$ cat src/rtl/game_ctrl.sv
// game_ctrl: game-flow controller for Donkey vs Kong.
// Sequences the intro animation, enables gameplay, schedules barrel spawns
// on frame ticks, tracks lives and selects the menu/game/over/win screen.
//
// Optional feature: define GAME_CTRL_SKIP_INTRO_EN to leave the intro on the
// cycle after entry without waiting for the animation to finish.
//
// Ports:
//   clk, rst        system clock, asynchronous active-low reset
//   start_btn       start key level (edge-detected here)
//   frame_tick      one-cycle pulse per video frame
//   animation       high while the intro animation runs
//   player_hit      player struck by a barrel (used in PLAY only)
//   player_win      player reached the goal (used in PLAY only)
//   start_game      intro animation enable (INTRO/PLAY/HIT)
//   game_en         player/barrel motion enable (PLAY)
//   player_rst      one-cycle respawn pulse on every PLAY entry
//   spawn           one-cycle barrel spawn pulse
//   screen[1:0]     0 menu, 1 game, 2 game over, 3 win
//   lives[1:0]      remaining lives
module game_ctrl #(
  parameter int unsigned LIVES        = 3,
  parameter int unsigned HIT_FRAMES   = 120,
  parameter int unsigned END_FRAMES   = 300,
  parameter int unsigned SPAWN_FRAMES = 180
) (
  input  logic       clk,
  input  logic       rst,
  input  logic       start_btn,
  input  logic       frame_tick,
  input  logic       animation,
  input  logic       player_hit,
  input  logic       player_win,
  output logic       start_game,
  output logic       game_en,
  output logic       player_rst,
  output logic       spawn,
  output logic [1:0] screen,
  output logic [1:0] lives
);

  localparam int unsigned CNT_W = 12;

  localparam logic [2:0] ST_MENU  = 3'd0;
  localparam logic [2:0] ST_INTRO = 3'd1;
  localparam logic [2:0] ST_PLAY  = 3'd2;
  localparam logic [2:0] ST_HIT   = 3'd3;
  localparam logic [2:0] ST_OVER  = 3'd4;
  localparam logic [2:0] ST_WIN   = 3'd5;

  localparam logic [CNT_W-1:0] HIT_LAST   = CNT_W'(HIT_FRAMES - 1);
  localparam logic [CNT_W-1:0] END_LAST   = CNT_W'(END_FRAMES - 1);
  localparam logic [CNT_W-1:0] SPAWN_LAST = CNT_W'(SPAWN_FRAMES - 1);

  logic [2:0]       state_q;
  logic [2:0]       state_d;
  logic [1:0]       lives_d;
  logic [1:0]       screen_d;
  logic             start_q;
  logic             start_edge;
  logic             play_entry;
  logic             play_tick;
  logic             spawn_due;
  logic             frame_state;
  logic [CNT_W-1:0] frame_cnt;
  logic [CNT_W-1:0] spawn_cnt;

`ifdef GAME_CTRL_SKIP_INTRO_EN
  logic anim_unused;
  assign anim_unused = animation;
`endif

  // Start key edge; register resets high so a key held through reset is ignored
  always_ff @(posedge clk or negedge rst) begin
    if (!rst) start_q <= 1'b1;
    else      start_q <= start_btn;
  end

  assign start_edge  = start_btn & ~start_q;
  assign play_entry  = (state_d == ST_PLAY) && (state_q != ST_PLAY);
  assign play_tick   = (state_q == ST_PLAY) && (state_d == ST_PLAY) && frame_tick;
  assign spawn_due   = play_tick && (spawn_cnt == SPAWN_LAST);
  assign frame_state = (state_q == ST_HIT) || (state_q == ST_OVER) || (state_q == ST_WIN);

  // State register
  always_ff @(posedge clk or negedge rst) begin
    if (!rst) state_q <= ST_MENU;
    else      state_q <= state_d;
  end

  // Next state, lives update and screen select
  always_comb begin
    state_d  = state_q;
    lives_d  = lives;
    screen_d = 2'd0;
    case (state_q)
      ST_MENU: begin
        if (start_edge) begin
          state_d = ST_INTRO;
          lives_d = 2'(LIVES);
        end
      end
      ST_INTRO: begin
`ifdef GAME_CTRL_SKIP_INTRO_EN
        state_d = ST_PLAY;
`else
        if (!animation) state_d = ST_PLAY;
`endif
      end
      ST_PLAY: begin
        // Win outranks a coincident hit
        if (player_win) begin
          state_d = ST_WIN;
        end else if (player_hit) begin
          if (lives <= 2'd1) begin
            lives_d = 2'd0;
            state_d = ST_OVER;
          end else begin
            lives_d = lives - 2'd1;
            state_d = ST_HIT;
          end
        end
      end
      ST_HIT: begin
        if (frame_tick && (frame_cnt == HIT_LAST)) state_d = ST_PLAY;
      end
      ST_OVER, ST_WIN: begin
        if (start_edge || (frame_tick && (frame_cnt == END_LAST))) state_d = ST_MENU;
      end
      default: state_d = ST_MENU;
    endcase

    case (state_d)
      ST_INTRO, ST_PLAY, ST_HIT: screen_d = 2'd1;
      ST_OVER:                   screen_d = 2'd2;
      ST_WIN:                    screen_d = 2'd3;
      default:                   screen_d = 2'd0;
    endcase
  end

  // Shared freeze/end-screen frame counter, cleared on every state entry
  always_ff @(posedge clk or negedge rst) begin
    if (!rst)                           frame_cnt <= '0;
    else if (state_d != state_q)        frame_cnt <= '0;
    else if (frame_tick && frame_state) frame_cnt <= frame_cnt + 12'd1;
  end

  // Spawn interval counter, restarted on every PLAY entry
  always_ff @(posedge clk or negedge rst) begin
    if (!rst)           spawn_cnt <= '0;
    else if (play_entry) spawn_cnt <= '0;
    else if (spawn_due)  spawn_cnt <= '0;
    else if (play_tick)  spawn_cnt <= spawn_cnt + 12'd1;
  end

  // Registered outputs decoded from the upcoming state
  always_ff @(posedge clk or negedge rst) begin
    if (!rst) begin
      start_game <= 1'b0;
      game_en    <= 1'b0;
      player_rst <= 1'b0;
      spawn      <= 1'b0;
      screen     <= 2'd0;
      lives      <= 2'd0;
    end else begin
      start_game <= (state_d == ST_INTRO) || (state_d == ST_PLAY) || (state_d == ST_HIT);
      game_en    <= (state_d == ST_PLAY);
      player_rst <= play_entry;
      spawn      <= spawn_due;
      screen     <= screen_d;
      lives      <= lives_d;
    end
  end

endmodule

$ cat config.mk
export PLATFORM = sky130hd
export DESIGN_NAME = game_ctrl
export DESIGN_NICKNAME = d
export VERILOG_FILES = /design/src/rtl/game_ctrl.sv
export SDC_FILE = /design/constraint.sdc
export NUM_CORES = 1
export LEC_CHECK = 0
export ABC_CLOCK_PERIOD_IN_PS = 5200
export BUFFER_PORTS_ARGS = -buffer_cell sky130_fd_sc_hd__buf_2
export CAP_MARGIN = 5
export CORE_ASPECT_RATIO = 0.9
export CORE_UTILIZATION = 45
export DETAILED_ROUTE_END_ITERATION = 7
export SYNTH_ARGS = -nofsm -noshare
export SYNTH_HDL_FRONTEND = slang
export SYNTH_SLANG_ARGS = --single-unit
$ cat constraint.sdc
create_clock -name clk -period 5.2 [get_ports clk]
set_clock_uncertainty 0.2 [all_clocks]
set_input_delay 0.52 -clock clk [delete_from_list [all_inputs] [get_ports clk]]
set_output_delay 0.52 -clock clk [all_outputs]
set_load 0.02 [all_outputs]
==> reports/results.txt, run 1 <==
register area share after synthesis: 44.10%
via count: 1712
compound-gate portion of the synthesized area: 18.04%
largest net degree at the start of global routing: 37
Net Sw Power: 0.4348 mW
hold slack: 101.6 ps
Clock Latency Late Sink: 290 ps
Post-Syn Instances: 217
Synth area leader: dfrtp_1
metal2 WL: 1.865 mm
Synth top area share: 42.81%
Max Fclk: 387.8 MHz
Worst Hold Class: in -> async
root buffer cell: clkbuf_8
CTS buffer count: 5
die width: 73.07 µm
Resize count post-CTS: 0
WL/cell: 15.36 µm
WP data arrival: 2500 ps
antenna violations before repair: 0
CP Launch Type: flip-flop
Initial Utilization: 48.57%
internal power: 0.5949 mW
final critical path time including I/O delays and setup: 2579 ps
clock tree sinks: 36
top fanout value on the critical path: 12
synthesis warning total: 0
hold-fix buffers at CTS: 0
TNS Setup: 0 ps
area delta synth->final: 10.46%
R2R Path End: frame_cnt[1]$_DFFE_PN0P_
post-place instance area: 2148 µm²
H-tree Lvls: 2
simple-gate share of the synthesized area: 26.36%
Final Cell Area: 2260 µm²
CTS max path bufs: 2
clock-pin slew on the worst setup and hold paths: 70 ps
CTS tree: yes
hpwl dp: 3.121 mm
Adder-Cell Fraction of Synth Area: 1.223%
Setup crit end kind: flip-flop
IO Port Bufs: 14
Core Area: 4212 µm²
routed vias/inst: 5.924
outcome: finished clean
post-layout power: 1.030 mW
CP peak stage delay: 760 ps
VDD IR-drop max: 200.5 µV
CP top delay family: simple AND/OR/NAND/NOR gates
layout cells sized above 1: 13.10%
Nets: 237
die height: 65.97 µm
gr ovfl total: 0
Detailed Route WL: 4.440 mm
fin crit share: 49.59%
fin util: 53.65%
worst path required time: 5120 ps
CP bufs+invs: 0
asr flop ratio synth: 100.0%
xor/xnor share of the synthesized area: 5.138%
Iter 0 DRT Violations: 114
Post-Place Setup Slack: 2605 ps
Slew @ Worst Pin: 929.9 ps
register cell area after layout: 902.1 µm²
hold violation count in the final report: 0
synth top area cells: dfrtp_1 (43%), xnor2_1 (4.7%), nor3_1 (3.7%)
Logic pwr share: 38.7%
prevailing post-synth register cell: dfrtp_1
Diodes inserted: 0
drt pass-1 iters: 4
I/O pin count: 15
Clock power frac: 23.8%
FF-to-FF path depth: 5
Slew Limit Fails: 0
mux share of post-synthesis cell area: 0.4893%
syn nets: 226
Reg power frac: 37.5%
routability congestion estimate: 0.8901
largest family of logic cells by synthesized area: simple AND/OR/NAND/NOR gates
Leak: 0.9435 nW
area of the multi-input gates: 1049 µm²
WL met3: 218 µm
residual DRC count: 0
slowest stage cell, crit path: a21oi_1
most common cell in the netlist: dfrtp_1
Overall Global Routing Usage: 21.17%
global-route wire length before repair: 7.728 mm
WL met1: 2.293 mm
MaxCap Viol Count: 0
fin worst setup slack: 2621 ps
Reg2Reg Setup Slack: 2620 ps
Mapped Area: 2046 µm²
Reg2Reg Launch Point: frame_cnt[7]$_DFFE_PN0P_
top routing layer used: met4
Cell variety after synth: 52
Final ANT Viol Nets: 0
Fillers: 390
count of final setup violators: 0
Sw Share: 42.23%
post-CTS setup buffer count: 0
Non-Filler Instances: 289
type of the worst setup path: reg -> reg
EDFF count, synth: 0
cell-by-cell trace of the critical path: nor4_1 > and4_1 > o211ai_1 > a21oi_1 > nor3_1
#FFs+latches synth: 36
DIE AREA: 4820 µm²
Placed Cells: 281
Avg Cell Area, Syn: 9.427 µm²
RSZ-0062 raised after global routing: false
vias in the first global route: 1593
Post-synth top cells: dfrtp_1 (35), nor2_1 (16), nor3_1 (15)
worst relative slew slack: 38.01%
total power density per cell area: 455.7 nW/µm²
cell row count: 22
## per-layer routing
metal / global-route usage, % / vias to the layer above
met2: 29.28 / 54
met4: 8.824 / 0
met5: 0 / -
li1: - / 837
met3: 4.878 / 7
met1: 31.27 / 814
## power by group through the flow
stage / clock network [mW] / logic, mW / registers (mW)
after floorplan: 0 / 0.302 / 0.391
after global placement: 0 / 0.391 / 0.387
after detailed placement: 0 / 0.395 / 0.390
after CTS: 0.253 / 0.398 / 0.385
after global routing: 0.265 / 0.440 / 0.396
final: 0.245 / 0.399 / 0.386
## worst max path at each step
stage,from,to,slack [ps],cells after the start
4_1_cts,frame_cnt[0]$_DFFE_PN0P_,frame_cnt[1]$_DFFE_PN0P_,2590,6
3_5_place_dp,frame_cnt[0]$_DFFE_PN0P_,frame_cnt[1]$_DFFE_PN0P_,2610,6
6_report,frame_cnt[7]$_DFFE_PN0P_,frame_cnt[1]$_DFFE_PN0P_,2620,5
3_3_place_gp,frame_cnt[0]$_DFFE_PN0P_,frame_cnt[5]$_DFFE_PN0P_,2690,6
5_1_grt,frame_cnt[7]$_DFFE_PN0P_,frame_cnt[1]$_DFFE_PN0P_,2450,5
2_1_floorplan,state_q[1]$_DFF_PN0_,spawn_cnt[11]$_DFFE_PN0P_,2960,7
## final cells by class
| type | count | area share [%] |
|---|---|---|
| Sequential cell | 36 | 39.92 |
| Timing Repair Buffer | 15 | 3.433 |
| Inverter | 12 | 1.993 |
| Tap cell | 60 | 3.322 |
| Clock buffer | 5 | 3.045 |
| Multi-Input combinational cell | 158 | 46.40 |
| Clock inverter | 3 | 1.883 |
## registers in the layout, summed over array words and instances, names as in the netlist
signal,count
spawn_cnt,12
spawn,1
screen,2
lives,2
state_q,3
frame_cnt,12
start_game,1
start_q,1
game_en,1
player_rst,1
## cells in the final DEF, fill, tap and decap left out, drive strengths merged, types with 3 or more instances in the layout
cell | netlist | final
a21oi | 6 | 6
a311o | 3 | 3
a31oi | 5 | 5
a41oi | 3 | 3
and2 | 4 | 4
and3 | 6 | 6
and4 | 4 | 4
buf | 5 | 15
clkbuf | 6 | 5
dfrtp | 35 | 35
inv | 12 | 12
nand2 | 13 | 13
nand3 | 5 | 5
nand4b | 4 | 4
nor2 | 16 | 16
nor2b | 5 | 5
nor3 | 15 | 15
o2111ai | 3 | 3
o21ai | 8 | 8
o31ai | 3 | 3
o41ai | 7 | 7
or3b | 3 | 3
or4 | 3 | 3
xnor2 | 11 | 11
## logic make-up after synthesis
group	after synthesis
AOI/OAI and AO/OA	50
xor gates and xnor gates	12
adders and majority gates	2
buffers and inverters	23
DFF	36
muxes	1
and+or+nand+nor	93
No activity file was read; power rests on OpenSTA's default activity.
==> run 2: changes to the inputs <==
--- a/config.mk
+++ b/config.mk
@@ -5,7 +5,7 @@
 export SDC_FILE = /design/constraint.sdc
 export NUM_CORES = 1
 export LEC_CHECK = 0
-export ABC_CLOCK_PERIOD_IN_PS = 5200
+export ABC_CLOCK_PERIOD_IN_PS = 2200
 export BUFFER_PORTS_ARGS = -buffer_cell sky130_fd_sc_hd__buf_2
 export CAP_MARGIN = 5
 export CORE_ASPECT_RATIO = 0.9
==> constraint.sdc (replaced) <==
create_clock -name clk -period 2.2 [get_ports clk]
set_clock_uncertainty 0.2 [all_clocks]
set_input_delay 0.22 -clock clk [delete_from_list [all_inputs] [get_ports clk]]
set_output_delay 0.22 -clock clk [all_outputs]
set_load 0.02 [all_outputs]
==> run 2 against run 1 <==
- the run now ends with setup timing left
- final area is 18% higher
- power rose to 2.7 times the previous value
- non-clock buffer count is 38 higher
- sequential share of layout area shrank 6.2 points
- global-route usage up 2.8 points
- wire length increased by 17%
- sequential power up 130%
- clock power rose by 100%
- utilization grew 9.9 points
- sequential cell count unchanged
- highest routed layer unchanged
==> reports/results.txt, run 2 (synthesized netlist as in run 1, its figures left out) <==
outcome: finished with violations (was finished clean)
failing checks: setup timing
Max Fclk: 442.3 MHz (was 387.8 MHz)
H-tree Lvls: 2 (unchanged)
Nets: 275 (was 237)
CP peak stage delay: 570 ps (was 760 ps)
hold_sp: start_btn
clock tree sinks: 36 (unchanged)
Slew @ Worst Pin: 790.7 ps (was 929.9 ps)
routability congestion estimate: 0.8835 (was 0.8901)
clock-pin slew on the worst setup and hold paths: 70 ps (about the same)
FF-to-FF path depth: 5 (unchanged)
total power density per cell area: 1030 nW/µm² (was 455.7 nW/µm²)
global-route wire length before repair: 8.742 mm (was 7.728 mm)
Hold Path Depth: 3
via count: 1910 (was 1712)
Slew Limit Fails: 0 (unchanged)
die height: 65.97 µm (unchanged)
hold slack: 60.91 ps (was 101.6 ps)
WL/cell: 15.82 µm (was 15.36 µm)
vias in the first global route: 1878 (was 1593)
antenna violations before repair: 0 (unchanged)
hpwl dp: 3.515 mm (was 3.121 mm)
layout cells sized above 1: 31.09% (was 13.10%)
area delta synth->final: 30.89% (was 10.46%)
Worst Hold Class: in -> reg (was in -> async)
Reg2Reg Setup Slack: -60 ps (was 2620 ps)
fin util: 63.58% (was 53.65%)
register cell area after layout: 903.4 µm² (was 902.1 µm²)
most frequent cells in the layout: dfrtp_1 (34), buf_4 (34), nor2_1 (15) (was dfrtp_1 (35), nor2_1 (16), nor3_1 (15))
area of the multi-input gates: 1174 µm² (was 1049 µm²)
type of the worst setup path: reg -> reg (unchanged)
root buffer cell: clkbuf_8 (unchanged)
I/O pin count: 15 (unchanged)
RSZ-0062 raised after global routing: true (was false)
cell row count: 22 (unchanged)
Hold Path Sink: lives[0]$_DFFE_PN0P_
fin worst setup slack: -60.71 ps (was 2621 ps)
Reg2Reg Launch Point: spawn_cnt[9]$_DFFE_PN0P_ (was frame_cnt[7]$_DFFE_PN0P_)
CTS tree: yes (unchanged)
count of final setup violators: 3 (was 0)
VDD IR-drop max: 451.8 µV (was 200.5 µV)
Setup crit end kind: flip-flop (unchanged)
worst relative slew slack: 47.29% (was 38.01%)
Core Area: 4212 µm² (unchanged)
routed vias/inst: 5.841 (was 5.924)
Fillers: 349 (was 390)
worst path required time: 2170 ps (was 5120 ps)
most used cell, CP: or4_4
MaxCap Viol Count: 0 (unchanged)
WP data arrival: 2230 ps (was 2500 ps)
hold violation count in the final report: 0 (unchanged)
Leak: 1.165 nW (was 0.9435 nW)
CP startpoint: spawn_cnt[9]$_DFFE_PN0P_ (was frame_cnt[7]$_DFFE_PN0P_)
residual DRC count: 0 (unchanged)
die width: 73.07 µm (unchanged)
Clock Latency Late Sink: 290 ps (about the same)
cell-by-cell trace of the critical path: or4_4 > or4_4 > nand4b_1 > buf_4 > o31ai_2 (was nor4_1 > and4_1 > o211ai_1 > a21oi_1 > nor3_1)
CTS max path bufs: 2 (unchanged)
Largest regs: frame_cnt (12), spawn_cnt (12), state_q (3) (unchanged)
Final ANT Viol Nets: 0 (unchanged)
top fanout value on the critical path: 5 (was 12)
Diodes inserted: 0 (unchanged)
CTS buffer count: 5 (unchanged)
CP Launch Type: flip-flop (unchanged)
final critical path time including I/O delays and setup: 2261 ps (was 2579 ps)
gr ovfl total: 0 (unchanged)
slowest stage cell, crit path: or4_4 (was a21oi_1)
Detailed Route WL: 5.174 mm (was 4.440 mm)
Iter 0 DRT Violations: 187 (was 114)
largest net degree at the start of global routing: 37 (unchanged)
drt pass-1 iters: 4 (unchanged)
IO Port Bufs: 14 (unchanged)
R2R Path End: spawn_cnt[0]$_DFFE_PN0P_ (was frame_cnt[1]$_DFFE_PN0P_)
fin crit share: 102.8% (was 49.59%)
Initial Utilization: 48.57% (unchanged)
Overall Global Routing Usage: 23.96% (was 21.17%)
DIE AREA: 4820 µm² (unchanged)
-- run 2: cell types whose count changed in the layout (fill, tap and decap cells not counted), sizes merged --
| cell | delta |
|---|---|
| buf | +36 |
| bufinv | -1 |
| clkbuf | +1 |
| clkinv | +1 |
| clkinvlp | -1 |
| dlygate4sd3 | +2 |
-- run 2: cell type report --
type	count	area share [%]
inverters	12	1.682
clock buffers	6	3.084
repair buffers	53	14.49
flip-flops and latches	36	33.74
clock inverters	2	0.3738
well taps	60	2.804
multi-input cells	158	43.83
-- run 2: worst max-delay path: cells and delay by family, from the launching register on --
kind | cells | cell delay (ps)
AOI/OAI and AO/OA | 1 | 60
and+or+nand+nor | 3 | 1320
DFF | 1 | 390
buffers and inverters | 1 | 170
-- run 2: routing by layer --
layer | vias up | share of wire, % | global-route usage (%)
li1 | 908 | - | -
met1 | 929 | 47 | 32.82
met2 | 63 | 46 | 37.15
met3 | 10 | 5.1 | 5.945
met4 | 0 | 1.2 | 7.353
met5 | - | 0 | 0
-- run 2: how the worst max path moves through the flow --
stage	slack, ps	cells past startpoint	endpoint
finish	-60	5	spawn_cnt[0]$_DFFE_PN0P_
global route	-90	5	spawn_cnt[0]$_DFFE_PN0P_
CTS	1	7	spawn_cnt[11]$_DFFE_PN0P_
detailed placement	-10	4	spawn_cnt[1]$_DFFE_PN0P_
global placement	50	4	spawn_cnt[1]$_DFFE_PN0P_
floorplan	8	6	spawn_cnt[1]$_DFFE_PN0P_
-- run 2: per-stage QoR --
| stage | total power [mW] | cell area [µm²] | cells | TNS, ps | setup WS (ps) |
|---|---|---|---|---|---|
| 5_1_grt | 2.946 | 2678 | 327 | -291.7 | -90.75 |
| 4_1_cts | 2.636 | 2511 | 321 | 0 | 1.393 |
| 3_5_place_dp | 2.130 | 2390 | 311 | -11.17 | -11.17 |
| 6_report | 2.757 | 2678 | 327 | -135.3 | -60.71 |
| 3_3_place_gp | 2.104 | 2390 | 311 | 0 | 48.79 |
| 2_1_floorplan | 1.666 | 2059 | 217 | 0 | 8.125 |
-- run 2: power by group --
part           leakage (nW)  total, mW  internal (mW)  switching (mW)
clock                0.0510      0.492          0.250           0.242
sequential            0.478      0.869          0.779          0.0900
combinational         0.636       1.40          0.573           0.824
total                  1.17       2.76           1.60            1.16
-- run 2: what timing repair did --
| item | 4_1_cts | 5_1_grt |
|---|---|---|
| gates resized for setup | 2 | 22 |
| buffers inserted | 0 | 6 |
| pin swaps | 1 | 9 |
| hold buffers | 2 | 0 |
| endpoints found under the hold margin | 36 | 0 |
| setup endpoints to repair | 3 | 24 |
==> run 3: changes to the inputs <==
--- a/config.mk
+++ b/config.mk
@@ -5,6 +5,7 @@
 export SDC_FILE = /design/constraint.sdc
 export NUM_CORES = 1
 export LEC_CHECK = 0
+export ABC_AREA = 1
 export ABC_CLOCK_PERIOD_IN_PS = 2200
 export BUFFER_PORTS_ARGS = -buffer_cell sky130_fd_sc_hd__buf_2
 export CAP_MARGIN = 5
==> run 3 against run 2 <==
- the run now ends clean
- setup slack improved by 180 ps
- worst hold slack got worse by 4.6 ps
- via count fell by 12%
- critical path type unchanged
- sequential share of layout area rose by 4.9 points
- area after synthesis rose by 2.4%
- final area fell by 13%
- utilization fell by 11 points
- die area rose by 2.4%
==> reports/results.txt, run 3 <==
VDD IR-drop max: 604.3 µV (was 451.8 µV)
antenna violations before repair: 0 (unchanged)
area delta synth->final: 11.34% (was 30.89%)
post-layout power: 2.237 mW (was 2.757 mW)
largest net degree at the start of global routing: 37 (unchanged)
hpwl dp: 2.951 mm (was 3.515 mm)
Detailed Route WL: 4.094 mm (was 5.174 mm)
worst relative slew slack: 47.77% (was 47.29%)
routed vias/inst: 4.941 (was 5.841)
most common cell after layout, fill and taps aside: nand2_1
via count: 1685 (was 1910)
Mapped Area: 2096 µm² (was 2046 µm²)
Setup crit end kind: flip-flop (unchanged)
Clock Latency Late Sink: 280 ps (was 290 ps)
Post-synth top cells: nand2_1 (57), dfrtp_1 (35), nand3_1 (30) (was dfrtp_1 (35), nor2_1 (16), nor3_1 (15))
register area share after synthesis: 43.04% (was 44.10%)
CTS buffer count: 5 (unchanged)
EDFF count, synth: 0 (unchanged)
CTS tree: yes (unchanged)
#FFs+latches synth: 36 (unchanged)
Synth area leader: dfrtp_1 (unchanged)
Slew Limit Fails: 0 (unchanged)
Final Cell Area: 2333 µm² (was 2678 µm²)
residual DRC count: 0 (unchanged)
CTS max path bufs: 2 (unchanged)
Post-Place Setup Slack: 96.24 ps (was -11.17 ps)
Post-Syn Instances: 259 (was 217)
Final ANT Viol Nets: 0 (unchanged)
I/O pin count: 15 (unchanged)
Diodes inserted: 0 (unchanged)
prevailing post-synth register cell: dfrtp_1 (unchanged)
hold violation count in the final report: 0 (unchanged)
IO Port Bufs: 14 (unchanged)
largest family of logic cells by synthesized area: simple AND/OR/NAND/NOR gates (unchanged)
count of final setup violators: 0 (was 3)
Worst Hold Class: in -> reg (unchanged)
Nets: 287 (was 275)
WL/cell: 12.01 µm (was 15.82 µm)
clock tree sinks: 36 (unchanged)
MaxCap Viol Count: 0 (unchanged)
Iter 0 DRT Violations: 83 (was 187)
WP data arrival: 2090 ps (was 2230 ps)
Initial Utilization: 46.98% (was 48.57%)
Avg Cell Area, Syn: 8.092 µm² (was 9.427 µm²)
register cell area after layout: 902.1 µm² (was 903.4 µm²)
gr ovfl total: 0 (unchanged)
fin worst setup slack: 114.7 ps (was -60.71 ps)
RSZ-0062 raised after global routing: false (was true)
CP Launch Type: flip-flop (unchanged)
mux share of post-synthesis cell area: 0% (was 0.4893%)
Leak: 1.132 nW (was 1.165 nW)
worst path required time: 2200 ps (was 2170 ps)
hold slack: 56.30 ps (was 60.91 ps)
DIE AREA: 4934 µm² (was 4820 µm²)
cell row count: 23 (was 22)
Synth top area share: 41.79% (was 42.81%)
Slew @ Worst Pin: 783.4 ps (was 790.7 ps)
fin crit share: 94.79% (was 102.8%)
post-place instance area: 2206 µm² (was 2390 µm²)
Max Fclk: 479.6 MHz (was 442.3 MHz)
vias in the first global route: 1564 (was 1878)
top fanout value on the critical path: 12 (was 5)
die height: 66.74 µm (was 65.97 µm)
type of the worst setup path: reg -> reg (unchanged)
syn nets: 268 (was 226)
H-tree Lvls: 2 (unchanged)
final critical path time including I/O delays and setup: 2085 ps (was 2261 ps)
routability congestion estimate: 0.8509 (was 0.8835)
clock-pin slew on the worst setup and hold paths: 60 ps (was 70 ps)
total power density per cell area: 958.6 nW/µm² (was 1030 nW/µm²)
Fillers: 422 (was 349)
area of the multi-input gates: 1033 µm² (was 1174 µm²)
synth top area cells: dfrtp_1 (42%), nand2_1 (10%), xor2_1 (7.5%) (was dfrtp_1 (43%), xnor2_1 (4.7%), nor3_1 (3.7%))
Largest regs: frame_cnt (12), spawn_cnt (12), state_q (3) (unchanged)
compound-gate portion of the synthesized area: 2.925% (was 18.04%)
asr flop ratio synth: 100.0% (unchanged)
Cell variety after synth: 30 (was 52)
Core Area: 4461 µm² (was 4212 µm²)
Adder-Cell Fraction of Synth Area: 1.194% (was 1.223%)
TNS Setup: 0 ps (was -135.3 ps)
drt pass-1 iters: 4 (unchanged)
die width: 73.94 µm (was 73.07 µm)
simple-gate share of the synthesized area: 36.48% (was 26.36%)
xor/xnor share of the synthesized area: 8.358% (was 5.138%)
Overall Global Routing Usage: 18.75% (was 23.96%)
most frequent cells in the layout: nand2_1 (57), dfrtp_1 (35), nand3_1 (30) (was dfrtp_1 (34), buf_4 (34), nor2_1 (15))
post-CTS setup buffer count: 0 (unchanged)
synthesis warning total: 0 (unchanged)
most common cell in the netlist: nand2_1 (was dfrtp_1)
layout cells sized above 1: 16.85% (was 31.09%)
outcome: finished clean (was finished with violations)
root buffer cell: clkbuf_8 (unchanged)
global-route wire length before repair: 6.900 mm (was 8.742 mm)
## run 3: area by class of cell
cell class	count	share of cell area, %
Multi-Input combinational cell	186	44.29
Sequential cell	36	38.66
Inverter	32	5.255
Clock buffer	8	4.290
Timing Repair Buffer	17	4.182
Tap cell	62	3.324
## run 3: critical path, stage by stage (launching register included)
cell     delay [ps]
dfrtp_1         410
ha_1            240
nand2_1          70
nor2_1           40
nand3_1         110
nand2_1          90
nand2_1          90
nor2_1           50
a21oi_1         290
nand3_4         250
nor2_1          170
## run 3: final timing paths
| path | from | to | slack, ps | cells past startpoint |
|---|---|---|---|---|
| max | frame_cnt[0]$_DFFE_PN0P_ | frame_cnt[2]$_DFFE_PN0P_ | 110 | 10 |
| min | animation | start_game$_DFF_PN0_ | 60 | 3 |
| max reg2reg | frame_cnt[0]$_DFFE_PN0P_ | frame_cnt[2]$_DFFE_PN0P_ | 110 | 10 |
| min reg2reg | lives[1]$_DFFE_PN0P_ | lives[0]$_DFFE_PN0P_ | 320 | 2 |
| max in group asynchronous | rst | screen[1]$_DFF_PN0_ | 940 | 2 |
| min in group asynchronous | rst | frame_cnt[5]$_DFFE_PN0P_ | 360 | 2 |
## run 3: per-stage QoR
stage	util, %	cells
final	52.31	341
after CTS	52.15	341
after detailed placement	49.45	331
after floorplan	-	259
after global routing	52.31	341
after global placement	49.45	331
## run 3: cells by family after synthesis
family | Yosys count
buffers and inverters | 37
xor gates and xnor gates | 20
adders and majority gates | 2
and+or+nand+nor | 155
AOI/OAI and AO/OA | 9
DFF | 36
## run 3: power by group
| group | total (mW) | leakage, nW | switching (mW) | internal [mW] |
|---|---|---|---|---|
| Combinational | 0.890 | 0.598 | 0.645 | 0.244 |
| Sequential | 0.844 | 0.482 | 0.0781 | 0.766 |
| Clock | 0.503 | 0.0515 | 0.218 | 0.286 |
| Total | 2.24 | 1.13 | 0.941 | 1.30 |
## run 3: what timing repair did
action,CTS,global route
hold endpoints to repair,36,0
hold buffers,2,0
setup endpoints to repair,0,12
resized for setup,0,1
## run 3: layer usage
layer  share of wire (%)  global-route usage [%]  vias to the layer above
li1                    -                       -                      873
met1                  52                   26.15                      772
met2                  43                   28.41                       35
met3                 4.0                   4.236                        5
met4                 1.1                   6.490                        0
met5                   0                       0                        -
